**src/rtl/circuito_top.sv**
```systemverilog
// Serial-configured servo dispenser: 8N1 UART receiver, ASCII config parser,
// weight comparator and glitch-free 50 Hz servo PWM.
module circuito_top #(
    parameter int CLKS_PER_BIT = 434,
    parameter int PWM_PERIOD   = 1_000_000,
    parameter int PULSE_CLOSED = 50_000,
    parameter int PULSE_HALF   = 75_000,
    parameter int PULSE_OPEN   = 100_000
) (
    input  logic clock,
    input  logic reset,
    input  logic entrada_serial,
    output logic pwm
);
    localparam int CNT_W = $clog2(CLKS_PER_BIT) + 1;
    localparam logic [CNT_W-1:0] BIT_LAST  = CNT_W'(CLKS_PER_BIT - 1);
    localparam logic [CNT_W-1:0] HALF_LAST = CNT_W'(CLKS_PER_BIT / 2 - 1);
    localparam logic [19:0] W_CLOSED = 20'(PULSE_CLOSED);
    localparam logic [19:0] W_HALF   = 20'(PULSE_HALF);
    localparam logic [19:0] W_OPEN   = 20'(PULSE_OPEN);
    localparam logic [19:0] PER_LAST = 20'(PWM_PERIOD - 1);

    typedef enum logic [1:0] {RX_IDLE, RX_START, RX_DATA, RX_STOP} rx_state_t;
    typedef enum logic [2:0] {P_WAIT, P_D0, P_D1, P_D2, P_D3, P_D4, P_D5} p_state_t;

    logic sync1, sync2, sync_prev;
    rx_state_t rx_state_q, rx_state_d;
    logic [CNT_W-1:0] rx_cnt_q, rx_cnt_d;
    logic [2:0] rx_bit_q, rx_bit_d;
    logic [7:0] rx_byte_q, rx_byte_d;
    logic rx_valid_q, rx_valid_d;

    always_ff @(posedge clock or posedge reset) begin
        if (reset) begin
            sync1      <= 1'b1;
            sync2      <= 1'b1;
            sync_prev  <= 1'b1;
            rx_state_q <= RX_IDLE;
            rx_cnt_q   <= '0;
            rx_bit_q   <= '0;
            rx_byte_q  <= '0;
            rx_valid_q <= 1'b0;
        end else begin
            sync1      <= entrada_serial;
            sync2      <= sync1;
            sync_prev  <= sync2;
            rx_state_q <= rx_state_d;
            rx_cnt_q   <= rx_cnt_d;
            rx_bit_q   <= rx_bit_d;
            rx_byte_q  <= rx_byte_d;
            rx_valid_q <= rx_valid_d;
        end
    end

    always_comb begin
        rx_state_d = rx_state_q;
        rx_cnt_d   = rx_cnt_q;
        rx_bit_d   = rx_bit_q;
        rx_byte_d  = rx_byte_q;
        rx_valid_d = 1'b0;
        case (rx_state_q)
            RX_IDLE: begin
                rx_cnt_d = '0;
                rx_bit_d = '0;
                if (!sync2 && sync_prev) rx_state_d = RX_START;
            end
            RX_START: begin
                if (rx_cnt_q == HALF_LAST) begin
                    rx_cnt_d   = '0;
                    rx_state_d = sync2 ? RX_IDLE : RX_DATA;
                end else begin
                    rx_cnt_d = rx_cnt_q + 1'b1;
                end
            end
            RX_DATA: begin
                if (rx_cnt_q == BIT_LAST) begin
                    rx_cnt_d = '0;
                    rx_byte_d[rx_bit_q] = sync2;
                    if (rx_bit_q == 3'd7) rx_state_d = RX_STOP;
                    else rx_bit_d = rx_bit_q + 1'b1;
                end else begin
                    rx_cnt_d = rx_cnt_q + 1'b1;
                end
            end
            RX_STOP: begin
                if (rx_cnt_q == BIT_LAST) begin
                    rx_cnt_d   = '0;
                    rx_valid_d = sync2;
                    rx_state_d = RX_IDLE;
                end else begin
                    rx_cnt_d = rx_cnt_q + 1'b1;
                end
            end
            default: rx_state_d = RX_IDLE;
        endcase
    end

    function automatic logic [6:0] to_val(input logic [3:0] t, input logic [3:0] u);
        return 7'(t) * 7'd10 + 7'(u);
    endfunction

    p_state_t p_state_q, p_state_d;
    logic [3:0] dig_q [0:4];
    logic [3:0] dig_d [0:4];
    logic [6:0] min_q, max_q, wt_q;
    logic commit;
    logic is_digit;
    logic [3:0] digit;

    assign is_digit = (rx_byte_q >= 8'h30) && (rx_byte_q <= 8'h39);
    assign digit    = rx_byte_q[3:0];

    // The last digit is used straight off the receiver so all three values update together.
    always_comb begin
        p_state_d = p_state_q;
        dig_d     = dig_q;
        commit    = 1'b0;
        if (rx_valid_q) begin
            if (p_state_q == P_WAIT) begin
                if (rx_byte_q == 8'h30) p_state_d = P_D0;
            end else if (!is_digit) begin
                p_state_d = P_WAIT;
            end else begin
                case (p_state_q)
                    P_D0: begin dig_d[0] = digit; p_state_d = P_D1; end
                    P_D1: begin dig_d[1] = digit; p_state_d = P_D2; end
                    P_D2: begin dig_d[2] = digit; p_state_d = P_D3; end
                    P_D3: begin dig_d[3] = digit; p_state_d = P_D4; end
                    P_D4: begin dig_d[4] = digit; p_state_d = P_D5; end
                    default: begin commit = 1'b1; p_state_d = P_WAIT; end
                endcase
            end
        end
    end

    always_ff @(posedge clock or posedge reset) begin
        if (reset) begin
            p_state_q <= P_WAIT;
            for (int unsigned i = 0; i < 5; i++) dig_q[i] <= '0;
            min_q <= '0;
            max_q <= '0;
            wt_q  <= '0;
        end else begin
            p_state_q <= p_state_d;
            dig_q     <= dig_d;
            if (commit) begin
                min_q <= to_val(dig_q[0], dig_q[1]);
                max_q <= to_val(dig_q[2], dig_q[3]);
                wt_q  <= to_val(dig_q[4], digit);
            end
        end
    end

    logic [19:0] width_sel, active_width, latched_width, counter;

    always_comb begin
        if (wt_q < min_q)       width_sel = W_OPEN;
        else if (wt_q >= max_q) width_sel = W_CLOSED;
        else                    width_sel = W_HALF;
        active_width = (counter == '0) ? width_sel : latched_width;
    end

    always_ff @(posedge clock or posedge reset) begin
        if (reset) begin
            counter       <= '0;
            latched_width <= W_CLOSED;
            pwm           <= 1'b0;
        end else begin
            counter <= (counter == PER_LAST) ? '0 : counter + 1'b1;
            if (counter == '0) latched_width <= width_sel;
            pwm <= (counter < active_width);
        end
    end
endmodule

```
**config.mk**
```make
export PLATFORM = sky130hd
export DESIGN_NAME = circuito_top
export DESIGN_NICKNAME = d
export VERILOG_FILES = /design/src/rtl/circuito_top.sv
export SDC_FILE = /design/constraint.sdc
export NUM_CORES = 1
export LEC_CHECK = 0
export ABC_AREA = 1
export CAP_MARGIN = 20
export CORE_MARGIN = 4
export CORE_UTILIZATION = 28
export DETAILED_ROUTE_END_ITERATION = 10
export GPL_TIMING_DRIVEN = 0
export MAX_ROUTING_LAYER = met4
export PLACE_DENSITY = 0.49
export SLEW_MARGIN = 30
export SYNTH_ARGS = -nofsm -noshare
export SYNTH_HDL_FRONTEND = slang
export SYNTH_SLANG_ARGS = --single-unit
export TNS_END_PERCENT = 1
```
**constraint.sdc**
```tcl
create_clock -name clock -period 3.6 [get_ports clock]
set_input_delay 0.54 -clock clock [delete_from_list [all_inputs] [get_ports clock]]
set_output_delay 0.54 -clock clock [all_outputs]
set_load 0.03 [all_outputs]
```
==> metrics.md, run 1 <==
| Metric | Value |
|---|---|
| Crit path max fanout | `10` |
| EDFF count, synth | `0` |
| Final setup fails | `0` |
| Die H | `157.9 um` |
| Fill count | `2340` |
| Pwr/cell area | `368.5 nW/um2` |
| Slew HR | `0.6673` |
| Final hold vios | `0` |
| Setup Skew | `0.01291 ns` |
| Layout cells sized above 1 | `0.07218` |
| Total GRT Usage | `0.1116` |
| Syn nets | `809` |
| Worst hold path type | `reg2reg` |
| Most frequent cells in the layout | `nand2_1 (158), inv_1 (119), dfrtp_1 (103)` |
| Vias in the first global route | `4520` |
| Tmin final | `2.933 ns` |
| Setup CP Type | `reg2reg` |
| Setup repair bufs after CTS | `0` |
| Io pins | `4` |
| Port Buffers | `3` |
| Most common cell after layout, fill and taps aside | `nand2_1` |
| Critical path endpoint category | `register` |
| Largest net degree at the start of global routing | `90` |
| Post-synthesis instance total | `742` |
| Overall Power | `2.574 mW` |
| Post-synth ARST share | `1.000` |
| Worst vdd ir | `0.0002302 V` |
| Synth Register Bits | `112` |
| CTS root buf | `clkbuf_16` |
| Netlist cell types | `37` |
| Internal power | `1.901 mW` |
| Synth Warn # | `0` |
| Final net count | `824` |
| Routed vias/inst | `4.383` |
| Row Count | `54` |
| Core Region | `21960 um2` |
| First-pass GRT wire length | `21900 um` |
| CP Launch Point | `counter[0]$_DFF_PP0_` |
| Clock power frac | `0.373` |
| Seq pwr share | `0.527` |
| Post-DRT Antenna Nets | `0` |
| Final Max Slew Viols | `0` |
| Logic gate share of total power | `0.100` |
| DRT Pass-1 Iters | `4` |
| Max Cap Viol | `0` |
| Avg WL per Cell | `11.86 um` |
| Tcrit/Tclk final | `0.8148` |
| Hold path start | `sync1$_DFF_PP1_` |
| Die Wd | `157.9 um` |
| Die area | `24930 um2` |
| Clk buf depth | `2` |
| Post-CTS Hold Buffers | `0` |
| Setup crit start kind | `register` |
| Leak | `3.510 nW` |
| CP required | `3.85 ns` |
| WL final | `12360 um` |
| Num CTS Buffers | `9` |
| Post-cts sizing count | `0` |
| DRC Markers | `0` |
| Reg-to-reg critical path startpoint | `counter[0]$_DFF_PP0_` |
| Total grt overflow | `0` |
| Synthesized area | `6291 um2` |
| Seq/Total Area, Yosys | `0.4473` |
| R2R setup slack | `0.67 ns` |
| CTS tree | `yes` |
| Clk_lat worst skew | `0.35 ns` |
| Initial core utilization | `0.2865` |
| Fmax | `340.9 MHz` |
| Switch Pwr | `0.6733 mW` |
| Largest cells by area after synthesis | `dfrtp_1 (41%), ha_1 (12%), nand2_1 (9.4%), inv_1 (7.2%), o21ai_0 (4.9%)` |
| H-tree depth | `3` |
| Yosys top cell area share | `0.4097` |
| Routed via count | `4567` |
| Initial antenna violation count | `0` |
| Initial DRC count | `197` |
| Area after DPL | `6706 um2` |
| Most used DFF post-synth | `dfrtp_1` |
| Post-Syn Area per Cell | `8.478 um2` |
| WP data arrival | `3.18 ns` |
| Final instance area | `6987 um2` |
| Placer Congestion | `0.7901` |
| DP HPWL | `9348 um` |
| Diode count | `0` |
| CTS Sinks | `112` |
| Area delta synth->final | `11.06%` |
| Status | `finished, final reports clean` |
| Clk pin slew, worst setup/hold paths | `0.07 ns` |
| Switching share of power | `0.2615` |
| Worst slew pin tran | `0.4991 ns` |
| Leading area contributor after synthesis | `dfrtp_1` |
| RSZ-0062 raised after global routing | `false` |
[final cells by class]
type | instances | area, um2 | share of cell area
timing repair buffer | 4 | 57.56 | 0.008238
clock inverter | 2 | 16.27 | 0.002328
clock buffer | 14 | 264.0 | 0.03779
sequential | 112 | 2814 | 0.4028
inverter | 122 | 465.4 | 0.06662
multi-input combinational | 502 | 2982 | 0.4268
tap | 280 | 350.3 | 0.05014
buffer | 6 | 37.54 | 0.005372
[metrics by stage]
stage                     hold slack [ns]  setup TNS (ns)  utilization  instances  worst slack [ns]
after floorplan                    0.3452               0            -        742            0.1159
after global placement             0.3476         -189.15       0.3038       1025            -1.797
after detailed placement           0.3514               0       0.3054       1026            0.5883
after CTS                          0.3586               0       0.3182       1042            0.5497
after global routing               0.3649               0       0.3182       1042            0.2573
final                              0.3599               0       0.3182       1042            0.6668
[worst paths after layout]
kind | cells after the start | end
min in group asynchronous | 2 | counter[12]$_DFF_PP0_
min | 0 | sync2$_DFF_PP1_
max reg2reg | 17 | pwm$_DFF_PP0_
max | 17 | pwm$_DFF_PP0_
min reg2reg | 0 | sync2$_DFF_PP1_
max in group asynchronous | 3 | latched_width[2]$_DFF_PP0_
[layer usage]
layer | global-route usage | share of wire | up-vias
met5 | - | 0 | -
li1 | - | - | 2430
met4 | 0.03318 | 0.013 | 0
met2 | 0.1623 | 0.43 | 37
met1 | 0.1609 | 0.54 | 2089
met3 | 0.01640 | 0.020 | 11
[power groups by stage]
| stage | clock network, mW | logic [mW] | registers, mW |
|---|---|---|---|
| final | 0.960 | 0.258 | 1.36 |
| after global routing | 1.05 | 0.304 | 1.37 |
| after CTS | 1.00 | 0.265 | 1.36 |
| after detailed placement | 0 | 0.264 | 1.38 |
| after global placement | 0 | 0.259 | 1.38 |
| after floorplan | 0 | 0.204 | 1.37 |
[worst max-delay path, cell delays in order (launching register included)]
cell	delay, ns
dfrtp_1	0.39
inv_1	0.18
ha_1	0.20
inv_1	0.04
nor2_1	0.10
nand2_1	0.08
nor2_1	0.09
nand3_1	0.21
inv_1	0.27
nand2_1	0.16
nand2_1	0.11
inv_1	0.04
ha_1	0.29
a21oi_1	0.14
o21ai_0	0.09
a21oi_1	0.16
o21ai_0	0.10
a21oi_1	0.17
[Yosys cell counts (9+ instances only)]
cell     count
a21oi_1     34
dfrtp_1    103
dfstp_2      9
ha_1        58
inv_1      120
nand2_1    158
nand3_1     36
nand4_1     10
nor2_1      58
nor3_1      11
o21ai_0     61
or2_2        9
xor2_1      16
[sequential cells by signal (all words and copies together) (netlist names), 3 cells and up, named ones only]
register and count:
counter 20, dig_q 20, latched_width 20, rx_cnt_q 10
rx_byte_q 8, max_q 7, min_q 7, wt_q 7
p_state_q 3, rx_bit_q 3
[cell families after synthesis]
logic type	Yosys count	synth area share
buffers and inverters	128	0.07876
AO/OA/AOI/OAI	115	0.09825
flip-flops	112	0.4473
adder cells (fa/ha/maj)	64	0.1344
XOR/XNOR	20	0.02784
AND/OR/NAND/NOR	303	0.2134
Note: power is estimated with default switching activity, not from simulation.
==> inputs of run 2 (changes only) <==
- PLACE_DENSITY: 0.49 -> 0.48
- clock period: 3.6 -> 2.8 ns (I/O delays scaled with it)
==> metrics.md, run 2 (same netlist as run 1, synthesis figures left out) <==
| Metric | Value |
|---|---|
| First-pass GRT wire length | `22250 um (was 21900 um)` |
| Hold Path End | `sync2$_DFF_PP1_ (unchanged)` |
| Routed vias/inst | `4.425 (was 4.383)` |
| H-tree depth | `3 (unchanged)` |
| Worst slew pin tran | `0.4117 ns (was 0.4991 ns)` |
| Max Cap Viol | `0 (unchanged)` |
| Tmin final | `2.582 ns (was 2.933 ns)` |
| Worst vdd ir | `0.0003202 V (was 0.0002302 V)` |
| FF-to-FF End | `pwm$_DFF_PP0_ (unchanged)` |
| Initial antenna violation count | `0 (unchanged)` |
| Worst hold path type | `reg2reg (unchanged)` |
| Overall Power | `3.379 mW (was 2.574 mW)` |
| Clk_lat worst skew | `0.35 ns (about the same)` |
| Setup CP Type | `reg2reg (unchanged)` |
| Reg-to-reg critical path startpoint | `wt_q[4]$_DFFE_PP0P_ (was counter[0]$_DFF_PP0_)` |
| Placer Congestion | `0.7554 (was 0.7901)` |
| Dpl ws | `-0.1898 ns (was 0.5883 ns)` |
| R2R depth | `15 (was 17)` |
| Pwr/cell area | `467.3 nW/um2 (was 368.5 nW/um2)` |
| Diode count | `0 (unchanged)` |
| Slew HR | `0.7234 (was 0.6673)` |
| Setup crit start kind | `register (unchanged)` |
| DRC Markers | `0 (unchanged)` |
| CTS Sinks | `112 (unchanged)` |
| Row Count | `54 (unchanged)` |
| Die Wd | `157.9 um (unchanged)` |
| Clk pin slew, worst setup/hold paths | `0.07 ns (about the same)` |
| Crit path max fanout | `4 (was 10)` |
| Avg WL per Cell | `11.97 um (was 11.86 um)` |
| Critical path endpoint category | `register (unchanged)` |
| Total grt overflow | `0 (unchanged)` |
| Die area | `24930 um2 (unchanged)` |
| Util after Layout | `0.3293 (was 0.3182)` |
| Setup Skew | `0.01228 ns (was 0.01291 ns)` |
| Layout cells sized above 1 | `0.1074 (was 0.07218)` |
| WP data arrival | `2.85 ns (was 3.18 ns)` |
| Hold path start | `sync1$_DFF_PP1_ (unchanged)` |
| Initial core utilization | `0.2865 (unchanged)` |
| CTS root buf | `clkbuf_16 (unchanged)` |
| WL final | `12610 um (was 12360 um)` |
| Port Buffers | `3 (unchanged)` |
| Largest net degree at the start of global routing | `29 (was 90)` |
| Hold Crit Depth | `0 (unchanged)` |
| Status | `finished, final reports clean (unchanged)` |
| Final net count | `836 (was 824)` |
| Fmax | `387.3 MHz (was 340.9 MHz)` |
| Most common cell after layout, fill and taps aside | `nand2_1 (unchanged)` |
| Io pins | `4 (unchanged)` |
| Most frequent cells in the layout | `nand2_1 (153), inv_1 (117), dfrtp_1 (103) (was nand2_1 (158), inv_1 (119), dfrtp_1 (103))` |
| Final setup fails | `0 (unchanged)` |
| Hold slack | `0.3565 ns (was 0.3599 ns)` |
| Sum of negative setup slack | `0 ns (unchanged)` |
| Worst setup margin | `0.2181 ns (was 0.6668 ns)` |
| CP required | `3.07 ns (was 3.85 ns)` |
| Routed via count | `4659 (was 4567)` |
| DP HPWL | `9693 um (was 9348 um)` |
| Core Region | `21960 um2 (unchanged)` |
| Final Max Slew Viols | `0 (unchanged)` |
| Area delta synth->final | `14.94% (was 11.06%)` |
| Num CTS Buffers | `9 (unchanged)` |
| Vias in the first global route | `4563 (was 4520)` |
| CTS tree | `yes (unchanged)` |
| Initial DRC count | `135 (was 197)` |
| Tcrit/Tclk final | `0.9221 (was 0.8148)` |
| Total GRT Usage | `0.1131 (was 0.1116)` |
| Clk buf depth | `2 (unchanged)` |
| Leak | `3.603 nW (was 3.510 nW)` |
| Post-DRT Antenna Nets | `0 (unchanged)` |
| Die H | `157.9 um (unchanged)` |
| R2R setup slack | `0.22 ns (was 0.67 ns)` |
| Post-CTS Hold Buffers | `0 (unchanged)` |
| Final hold vios | `0 (unchanged)` |
| DRT Pass-1 Iters | `4 (unchanged)` |
| RSZ-0062 raised after global routing | `false (unchanged)` |
| Registers with the most flip-flops | `counter x20, dig_q x20, latched_width x20 (unchanged)` |
==> run 2: cell types whose count changed in the layout (fill, tap and decap cells not counted), sizes merged <==
cell	previous run	this run
clkbuf	15	10
bufinv	0	1
clkinv	1	3
buf	6	19
==> run 2: routing by layer <==
metal / share of wire / track usage
met1: 0.51 / 0.1550
met4: 0.011 / 0.03073
met3: 0.017 / 0.01886
met5: 0 / -
met2: 0.46 / 0.1741
==> run 2: how the worst max path moves through the flow <==
stage,from,endpoint,slack (ns)
6_report,wt_q[4]$_DFFE_PP0P_,pwm$_DFF_PP0_,0.22
3_3_place_gp,counter[0]$_DFF_PP0_,pwm$_DFF_PP0_,-0.24
2_1_floorplan,counter[0]$_DFF_PP0_,pwm$_DFF_PP0_,0.53
4_1_cts,counter[0]$_DFF_PP0_,pwm$_DFF_PP0_,0.01
3_5_place_dp,counter[0]$_DFF_PP0_,pwm$_DFF_PP0_,-0.19
5_1_grt,counter[1]$_DFF_PP0_,pwm$_DFF_PP0_,0.02
==> run 2: worst max-delay path: stages (launching register included) <==
cell and delay [ns]:
dfrtp_1 0.45, ha_4 0.24, a21oi_1 0.14, nor2_1 0.05, a211oi_1 0.17, nand2_1 0.16, nand4_1 0.18, nand2_4 0.09
nand2_2 0.07, inv_1 0.04, ha_1 0.29, a21oi_1 0.14, o21ai_0 0.09, a21oi_1 0.16, o21ai_1 0.10, a21oi_2 0.15
==> run 2: power by group <==
part	internal (mW)	switching, mW	total, mW	leakage (nW)
clock	0.693	0.598	1.29	0.143
combinational	0.126	0.215	0.341	1.96
sequential	1.67	0.0738	1.75	1.50
==> run 2: what timing repair did <==
item	CTS	global route
resized for setup	5	18
endpoints found under the setup margin	1	1
buffers inserted	0	8
pin swaps	0	6
==> run 2: area by class of cell <==
| cell class | instances | area, um2 |
|---|---|---|
| flip-flops and latches | 112 | 2814 |
| clock buffers | 10 | 229.0 |
| clock inverters | 5 | 57.56 |
| repair buffers | 16 | 225.2 |
| multi-input cells | 502 | 3045 |
| well taps | 280 | 350.3 |
| fillers | 2325 | 14730 |
| inverters | 122 | 464.2 |
| plain buffers | 6 | 45.04 |
==> run 2: through the flow <==
step                      cell area (um2)  cells
after floorplan                      6295    742
after global placement               6675   1025
after detailed placement             6798   1030
after CTS                            7096   1045
after global routing                 7231   1053
final                                7231   1053
==> inputs of run 3 (changes only) <==
- HOLD_SLACK_MARGIN: default -> 0.02
==> results of run 3 <==
No change in the layout: final DEF, timing and power equal those of run 2.
